<file path="src/rtl/vfu_wb_arbiter.sv">
// VRF bank write-back arbiter: round-robin between ALU and MFPU results,
// one-entry output register towards the bank write port.
module vfu_wb_arbiter #(
    parameter  int unsigned NrVInsn    = 8,
    parameter  int unsigned VAddrWidth = 10,
    parameter  int unsigned DataWidth  = 64,
    localparam int unsigned StrbWidth  = DataWidth / 8,
    localparam int unsigned IdWidth    = (NrVInsn > 1) ? $clog2(NrVInsn) : 1
) (
    input  logic                  clk_i,
    input  logic                  rst_i,
    input  logic                  alu_result_req_i,
    input  logic [IdWidth-1:0]    alu_result_id_i,
    input  logic [VAddrWidth-1:0] alu_result_addr_i,
    input  logic [DataWidth-1:0]  alu_result_wdata_i,
    input  logic [StrbWidth-1:0]  alu_result_be_i,
    output logic                  alu_result_gnt_o,
    input  logic                  mfpu_result_req_i,
    input  logic [IdWidth-1:0]    mfpu_result_id_i,
    input  logic [VAddrWidth-1:0] mfpu_result_addr_i,
    input  logic [DataWidth-1:0]  mfpu_result_wdata_i,
    input  logic [StrbWidth-1:0]  mfpu_result_be_i,
    output logic                  mfpu_result_gnt_o,
    output logic                  wr_valid_o,
    output logic [IdWidth-1:0]    wr_id_o,
    output logic [VAddrWidth-1:0] wr_addr_o,
    output logic [DataWidth-1:0]  wr_data_o,
    output logic [StrbWidth-1:0]  wr_be_o,
    input  logic                  wr_ready_i,
    output logic [NrVInsn-1:0]    wb_pending_o
);

    logic                  stage_valid;
    logic [IdWidth-1:0]    stage_id;
    logic [VAddrWidth-1:0] stage_addr;
    logic [DataWidth-1:0]  stage_data;
    logic [StrbWidth-1:0]  stage_be;
    logic                  rr_q;
    logic                  can_accept;

    // Grant: stage must be free or draining; rr_q only breaks ties.
    always_comb begin
        can_accept        = 1'b0;
        alu_result_gnt_o  = 1'b0;
        mfpu_result_gnt_o = 1'b0;
        can_accept        = !rst_i && (!stage_valid || wr_ready_i);
        if (can_accept) begin
            alu_result_gnt_o  = alu_result_req_i &&
                                (!mfpu_result_req_i || !rr_q);
            mfpu_result_gnt_o = mfpu_result_req_i &&
                                (!alu_result_req_i || rr_q);
        end
    end

    // Round-robin pointer moves to the loser of each grant.
    always_ff @(posedge clk_i) begin
        if (rst_i) begin
            rr_q <= 1'b0;
        end else if (alu_result_gnt_o) begin
            rr_q <= 1'b1;
        end else if (mfpu_result_gnt_o) begin
            rr_q <= 1'b0;
        end
    end

    // Output stage: load on grant, clear on retire, otherwise hold.
    always_ff @(posedge clk_i) begin
        if (rst_i) begin
            stage_valid <= 1'b0;
            stage_id    <= '0;
            stage_addr  <= '0;
            stage_data  <= '0;
            stage_be    <= '0;
        end else if (alu_result_gnt_o) begin
            stage_valid <= 1'b1;
            stage_id    <= alu_result_id_i;
            stage_addr  <= alu_result_addr_i;
            stage_data  <= alu_result_wdata_i;
            stage_be    <= alu_result_be_i;
        end else if (mfpu_result_gnt_o) begin
            stage_valid <= 1'b1;
            stage_id    <= mfpu_result_id_i;
            stage_addr  <= mfpu_result_addr_i;
            stage_data  <= mfpu_result_wdata_i;
            stage_be    <= mfpu_result_be_i;
        end else if (wr_ready_i) begin
            stage_valid <= 1'b0;
        end
    end

    // Valid is masked during reset so an in-flight write is never delivered.
    always_comb begin
        wr_valid_o   = stage_valid && !rst_i;
        wr_id_o      = stage_id;
        wr_addr_o    = stage_addr;
        wr_data_o    = stage_data;
        wr_be_o      = stage_be;
        wb_pending_o = wr_valid_o ? (NrVInsn'(1) << stage_id) : '0;
    end

endmodule
</file>
<file path="config.mk">
export PLATFORM = sky130hd
export DESIGN_NAME = vfu_wb_arbiter
export DESIGN_NICKNAME = d
export VERILOG_FILES = /design/src/rtl/vfu_wb_arbiter.sv
export SDC_FILE = /design/constraint.sdc
export NUM_CORES = 1
export LEC_CHECK = 0
export CAP_MARGIN = 20
export CORE_MARGIN = 8
export CORE_UTILIZATION = 32
export DETAILED_ROUTE_END_ITERATION = 10
export PLACE_DENSITY_LB_ADDON = 0.1
export SLEW_MARGIN = 10
export SYNTH_ARGS = -nofsm -noshare
export SYNTH_HDL_FRONTEND = slang
export SYNTH_SLANG_ARGS = --single-unit
export TNS_END_PERCENT = 5
</file>
<file path="constraint.sdc">
create_clock -name clk_i -period 2.6 [get_ports clk_i]
set_input_delay 0.65 -clock clk_i [delete_from_list [all_inputs] [get_ports clk_i]]
set_output_delay 0.65 -clock clk_i [all_outputs]
set_load 0.01 [all_outputs]
</file>
## Word-level counts from Yosys, hierarchy flattened

Index checks and enable logic that the tools add are counted.

- Output and inout bits: 96
- Word-level logic and storage cells: 37
- Flip-flop bits (word level): 87
- Memory bits (writable): 0
- Latch bits: 0
- Bits of input ports: 175
- Memories kept: 0
- ROM bits: 0

- Shifts and indexed selects: 1
- Div/mod/pow operators: 0
- Equality and inequality tests: 0
- Add/subtract/negate cells: 0
- $lt $le $gt $ge: 0
- Multiply operators: 0
- Reductions and logical operators: 14
- Bitwise logic cells: 0
- Mux-type cells: 16

Operators with widths:

| kind | count |
|---|---|
| 64-bit two-way mux | 2 |
| 8-bit two-way mux | 3 |
| 10-bit two-way mux | 2 |
| 1-bit by 3-bit << shifter with 8-bit output (first input constant) | 1 |
| 1-bit two-way mux | 7 |
| 3-bit two-way mux | 2 |
| 1-bit logical NOT | 5 |
| 1-bit logical AND | 4 |
| 1-bit logical OR | 3 |
| 3-bit nonzero test | 1 |
| 2-bit nonzero test | 1 |

## Logic depth before layout (Yosys ltp)

Gate-level depths: netlist of run 1.

- Depth after elaboration: 6
- Gate-level depth with buffers: 7
- Mapped depth without buffers: 3

## Worst setup path before layout of run 1

OpenSTA, ideal clock, no wires.

- Kind: input to output
- Start: input wr_ready_i
- End: output mfpu_result_gnt_o
- Data arrival time: 1.807 ns
- Path buffers: 3
- Cell stages on the path: 5
- Slack: 0.143 ns
- Data required time: 1.950 ns
- Cells stage by stage: nor2b_1 buf_2 buf_2 buf_2 a2111oi_0

- Cells in the longest elaborated chain, start to end: 3

RTL lines:

| item | line | text |
|---|---|---|
| start, declared | 29 | `input logic wr_ready_i,` |
| 1-bit logical OR | 46 | `can_accept = !rst_i && (!stage_valid \|\| wr_ready_i);` |
| 1-bit logical AND | 46 |  |
| 1-bit two-way mux | 47 | `if (can_accept) begin` |
| end, declared | 23 | `output logic mfpu_result_gnt_o,` |

Every way passes these cells.

## Final worst setup path of run 1

Same ends and word-level chain as after synthesis.

==> results of run 1 <==
==> Yosys cell counts <==
library cell	instances
a2111oi_0	1
a21bo_2	1
a21boi_2	1
a311oi_1	85
a31oi_1	85
and3_4	1
buf_2	16
buf_4	1
buf_6	6
clkbuf_1	82
clkbuf_2	1
dfxtp_1	87
inv_1	3
nand2_1	2
nand2b_1	5
nand4_1	85
nor2_1	6
nor2b_1	2
nor3_1	3
o211ai_1	1
o21a_1	1
o31ai_1	85
or2_1	1
==> flip-flops by register name, indices dropped and copies added (netlist names) <==
signal / flops
wr_be_o: 8
rr_q: 1
wr_data_o: 64
wr_addr_o: 10
stage_valid: 1
wr_id_o: 3
==> worst paths after layout <==
check	startpoint	to	slack, ns	cells past startpoint
max	wr_ready_i	mfpu_result_gnt_o	0.07	4
min	wr_data_o[49]	wr_data_o[49]	0.54	2
max reg2reg	rr_q	wr_data_o[38]	0.57	4
min reg2reg	wr_data_o[49]	wr_data_o[49]	0.54	2
==> worst max-delay path, cell delays in order <==
cell,delay (ns)
clkdlybuf4s50_1,0.54
nor2b_4,0.06
a2111oi_2,0.31
dlygate4sd2_1,0.32
==> timing repair <==
item | 4_1_cts | 5_1_grt
endpoints found under the setup margin | 2 | 5
resized for setup | 5 | 4
setup buffers | 0 | 0
hold buffers | 0 | 0
==> report_power, final <==
group          leakage [nW]  switching, mW  internal (mW)
Sequential            0.720         0.0661           1.45
Clock                 0.136          0.534          0.698
Combinational          1.66          0.553          0.621
Total                  2.52           1.15           2.77
==> kinds of logic after synthesis <==
| family | share of synthesized area (%) |
|---|---|
| simple gates | 13.2 |
| buf+inv | 9.95 |
| compound gates | 40.7 |
| flops | 36.1 |
==> metrics by stage <==
step	hold WS, ns	setup TNS [ns]	util [%]	setup WS (ns)
3_3_place_gp	0.525	-6.43	50.6	-0.439
3_5_place_dp	0.536	-11.45	50.6	-0.469
6_report	0.544	0	52.5	0.0674
4_1_cts	0.547	0	52.5	0.00183
2_1_floorplan	0.496	0	-	0.143
5_1_grt	0.562	-0.0213	52.5	-0.0157
==> routing by layer <==
metal  vias to the layer above  track usage [%]  part of all wire [%]
met2                       239             32.9                    47
met5                         -                0                     0
li1                       2781                -                     -
met1                      2935             25.8                    43
met3                        23             6.40                   8.3
met4                         0             7.39                   2.0
==> cell type report <==
cell class | instances | area share (%)
clock buffers | 13 | 3.31
clock inverters | 3 | 0.223
inverters | 3 | 0.175
multi-input cells | 365 | 33.5
flip-flops and latches | 87 | 22.2
well taps | 188 | 2.99
repair buffers | 293 | 37.6
==> results by group, run 1 <==
Drt
  • Vias per cell: 6.28
  • WL/cell: between 20 and 25 um
  • Wirelength, routed: roughly 21,000 um
  • Vias: between 5,000 and 6,000
  • Starting DRT DRC Count: between 300 and 400
  • # DRC: 0
  • TritonRoute pass-1 iters: 4
  • Post-detailed-route count of antenna-violating nets: 0

CTS
  • Max Buffers Root-to-Sink: 2
  • Root Buffer Master: clkbuf_16
  • Clock slew at reported path FFs: 0.06 ns
  • CTS HTree Levels: 3
  • Worst-Skew Late Latency: ~0.34 ns
  • CTS tree: yes
  • TritonCTS Buffers: 9
  • # clock sinks: 87

Final layout
  • Commonest non-fill, non-tap cell in the layout: clkdlybuf4s50_1
  • Finished Layout Cells: 952
  • Reg area: approximately 1700 um2
  • Share of layout cells above drive strength 1: between 6 and 7%
  • Nets: ~930
  • Fin area: slightly below 8000 um2
  • Most frequent cells in the layout: 267 x clkdlybuf4s50_1, 87 x dfxtp_1
  • Area occupied by multi-input gates: roughly 2600 um2
  • Fill cells: 1,393
  • Area growth syn-to-layout: 63.2%
  • Inserted Diodes: 0

Global route
  • Largest net degree at the start of global routing: between 90 and 100
  • All-layer global routing usage: ~21%
  • Antenna violations before repair: 0
  • Grt total ovfl: 0
  • First-pass GRT wire length: between 30,000 and 40,000 um
  • Vias in the first global route: ~6,000

Synth
  • Syn Area/Cell: roughly 8.6 um2
  • Post-synth top area cell: dfxtp_1
  • Share of the synthesized area in the top cell type: 36.1%
  • Area contributors post-synth: dfxtp_1 36%, a311oi_1 15%, o31ai_1 13%
  • Yosys warning count: 0
  • Sequential area share after synthesis: ~36%
  • Synth Register Bits: 87
  • Cell Area, Synth: 4820 um2
  • Synth cell types: 23
  • Synthesized Nets: 736
  • Cell count after synthesis: ~560

Worst setup path
  • Worst setup SP type: primary input
  • CP Capture Type: output pin
  • Crit path DAT: about 1.9 ns
  • Worst Path Required: about 2 ns
  • Critical Path Fanout Max: 2
  • WS Path Type: primary input to output pin

Timing
  • Fin crit share: about 100%
  • Worst slew pin tran: 1.05 ns
  • Final setup vio count: 0
  • Worst clock skew: 0.00443 ns
  • F_max: 395 MHz
  • Max-slew violations: 0
  • Worst slew margin: 30.2%
  • Unrepaired setup endpoints after global routing: yes
  • Final min period: about 2.5 ns
  • Final hold vios: 0

Placement
  • Placed cell count: around 940
  • DPL Wire Length: 13,500 um
  • Final RePlAce weighted congestion: around 0.77
  • Port Buffer Count: between 200 and 300
  • Placed Area: about 7600 um2

Power
  • Peak VDD IR: 0.277 mV
  • Post-layout total power: 3.92 mW
  • Pleak: ~2.5 nW
  • Pwr dens: between 400 and 500 nW/um2

Min path
  • Worst hold path type: flip-flop to flip-flop

Floorplanning
  • Die height: about 140 um
  • Die Width: 139 um
  • Initial core utilization: between 30 and 40%
  • Ports: ~270
  • Core Region: about 15,000 um2
  • Standard-cell rows: 45
  • Full die area: a little under 20,000 um2

Run
  • MaxCap Viol Count: 0

Run status
  • Status: finished clean
No activity file was read; power rests on OpenSTA's default activity.
==> run 2, diff against run 1 <==
- CTS_CLUSTER_DIAMETER: unset -> 60
==> results of run 2 <==
The final DEF is identical to that of run 1; final timing and power are the same.
==> run 3, diff against run 2 <==
- CELL_PAD_IN_SITES_DETAIL_PLACEMENT: unset -> 1
- CELL_PAD_IN_SITES_GLOBAL_PLACEMENT: unset -> 1
- CORE_UTILIZATION: 32 -> 29
==> run 3 against run 2 <==
Compared with the run above: first-iteration DRC count fell by 9.4%; combinational power barely moved; sequential share of layout area fell by 0.14 points; clock power rose by 6%; critical path depth did not move; routed wire length rose by 10%; critical path type is now flip-flop to output pin; largest cell class unchanged.
==> results by group, run 3 (synthesis gave the netlist of run 1 again) <==
Global route
  • All-layer global routing usage: 21.3% (+0.59 points)
  • Grt total ovfl: 0 (unchanged)
  • Antenna violations before repair: 0 (unchanged)
  • Largest net degree at the start of global routing: 102 (+5.2%)
  • Vias in the first global route: 6,267 (+4.9%)
  • First-pass GRT wire length: 36,700 um (+11%)

Worst setup path
  • Reg2Reg Depth: 4 (unchanged)
  • CP Capture Type: output pin
  • Worst setup SP type: flip-flop
  • CP delay by family, top: buffers and inverters
  • Critical Path Fanout Max: 4 (+2)
  • Crit path DAT: 1.86 ns (-0.02 ns)
  • Worst Path Required: 1.95 ns (about the same)
  • CP Depth: 4 (unchanged)
  • Crit-path slowest cell: clkdlybuf4s50_1
  • Worst-path cell chain: nor2b_2 -> nand2b_1 -> nor3_1 -> clkdlybuf4s50_1
  • Worst path bufs/invs: 1 (-1)
  • Slowest stage delay, CP: 0.57 ns (+0.03 ns)
  • WS Path Type: flip-flop to output pin

Power
  • Clock share of power: 32.4% (+1.0 points)
  • Peak VDD IR: 0.307 mV (+11%)
  • Switching share of power: 29.2% (-0.23 points)
  • Post-layout total power: 4.00 mW (+2.1%)
  • Comb power frac: 29.9% (about the same)
  • Internal power: 2.83 mW (+2.5%)
  • Pleak: 2.52 nW (-0.13%)
  • Switching power: 1.17 mW (+1.3%)
  • Reg power frac: 37.8% (-0.8 points)
  • Pwr dens: 506 nW/um2 (+1.5%)

Timing
  • Worst slew margin: 26.0% (-4.2 points)
  • Worst clock skew: 0.00571 ns (+0.00128 ns)
  • Final min period: 2.51 ns (-0.0224 ns)
  • Worst slew pin tran: 1.11 ns (+0.0630 ns)
  • PnR worst setup slack: 0.0898 ns (+0.0224 ns)
  • Final hold vios: 0 (unchanged)
  • Setup TNS: 0 ns (unchanged)
  • Unrepaired setup endpoints after global routing: no
  • Max-slew violations: 0 (unchanged)
  • Final setup vio count: 0 (unchanged)
  • Hold Slack: 0.541 ns (-0.00303 ns)
  • F_max: 398 MHz (+0.89%)
  • Fin crit share: 96.5% (-0.86 points)

CTS
  • Root Buffer Master: clkbuf_16
  • Clock slew at reported path FFs: 0.06 ns (about the same)
  • Worst-Skew Late Latency: 0.33 ns (about the same)
  • CTS HTree Levels: 3 (unchanged)
  • # clock sinks: 87 (unchanged)
  • Post-CTS Hold Fix Bufs: 0 (unchanged)
  • CTS tree: yes
  • TritonCTS Buffers: 9 (unchanged)
  • Post-CTS setup buffers: 0 (unchanged)
  • Max Buffers Root-to-Sink: 2 (unchanged)

Floorplanning
  • Die height: 145 um (+4.5%)
  • Core Region: 16,400 um2 (+9.5%)
  • Initial core utilization: 29.4% (-2.8 points)
  • Full die area: 21,000 um2 (+9.1%)
  • Die Width: 145 um (+4.5%)
  • Ports: 271 (unchanged)
  • Standard-cell rows: 47 (+4.4%)

Placement
  • Port Buffer Count: 270 (unchanged)
  • Post-Place Setup Slack: -0.349 ns (+0.120 ns)
  • DPL Wire Length: 15,200 um (+12%)
  • Placed cell count: 964 (+3.0%)
  • Placed Area: 7640 um2 (+0.79%)
  • Final RePlAce weighted congestion: 0.741 (-4.2%)

Final layout
  • Share of layout cells above drive strength 1: 5.41% (-0.87 points)
  • Finished Layout Cells: 978 (+2.7%)
  • Fin area: 7910 um2 (+0.64%)
  • Most frequent cells in the layout: 267 x clkdlybuf4s50_1, 87 x dfxtp_1
  • Finished Core Util: 48.2% (-4.3 points)
  • Max reg flops: 64 (unchanged)
  • Commonest non-fill, non-tap cell in the layout: clkdlybuf4s50_1
  • Area growth syn-to-layout: 64.2%
  • Inserted Diodes: 0 (unchanged)
  • Nets: 930 (-0.43%)

Drt
  • # DRC: 0 (unchanged)
  • Wirelength, routed: 23,400 um (+10%)
  • Post-detailed-route count of antenna-violating nets: 0 (unchanged)
  • TritonRoute pass-1 iters: 4 (unchanged)
  • Vias per cell: 6.06 (-3.5%)
  • Vias: 5,926 (-0.87%)
  • WL/cell: 23.9 um (+7.0%)
  • Starting DRT DRC Count: 357 (-9.4%)

Min path
  • Hold Path Stages: 2 (unchanged)
  • Worst hold path type: flip-flop to flip-flop

Run status
  • Status: finished clean

Run
  • MaxCap Viol Count: 0 (unchanged)
## run 3: worst paths after layout
path,start,end,slack (ns)
min,wr_data_o[21],wr_data_o[21],0.54
max reg2reg,stage_valid,wr_data_o[25],0.45
max,stage_valid,wb_pending_o[0],0.09
min reg2reg,wr_data_o[21],wr_data_o[21],0.54
## run 3: worst register-to-register path: stages (launching register included)
cell      delay [ns]
dfxtp_1         0.40
nor2b_4         0.21
buf_4           0.86
o31ai_1         0.24
a311oi_1        0.35
## run 3: final cells by class
class                   count  area (um2)
flip-flops and latches     87        1740
well taps                 220         275
clock inverters             1        30.0
repair buffers            289        2970
clock buffers              13         250
fillers                  1845        8500
inverters                   3        13.8
multi-input cells         365        2630
## run 3: what timing repair did
action                     4_1_cts  5_1_grt
gates resized for setup          6        4
setup endpoints to repair        5        2
pin swaps                        0        0
gates cloned                     0        0
## run 3: power groups by stage
| stage | Combinational [mW] | Clock (mW) | Sequential [mW] |
|---|---|---|---|
| detailed placement | 1.20 | 0 | 1.54 |
| global route | 1.28 | 1.39 | 1.53 |
| floorplan | 0.481 | 0 | 1.58 |
| global placement | 1.17 | 0 | 1.53 |
| finish | 1.20 | 1.30 | 1.51 |
| CTS | 1.20 | 1.33 | 1.51 |
## run 3: layer usage
layer | track usage [%] | up-vias | part of all wire (%)
met1 | 26.4 | 2936 | 44
met2 | 34.2 | 195 | 47
met4 | 8.10 | 0 | 2.9
met3 | 6.03 | 35 | 6.6
li1 | - | 2760 | -
met5 | 0 | - | 0
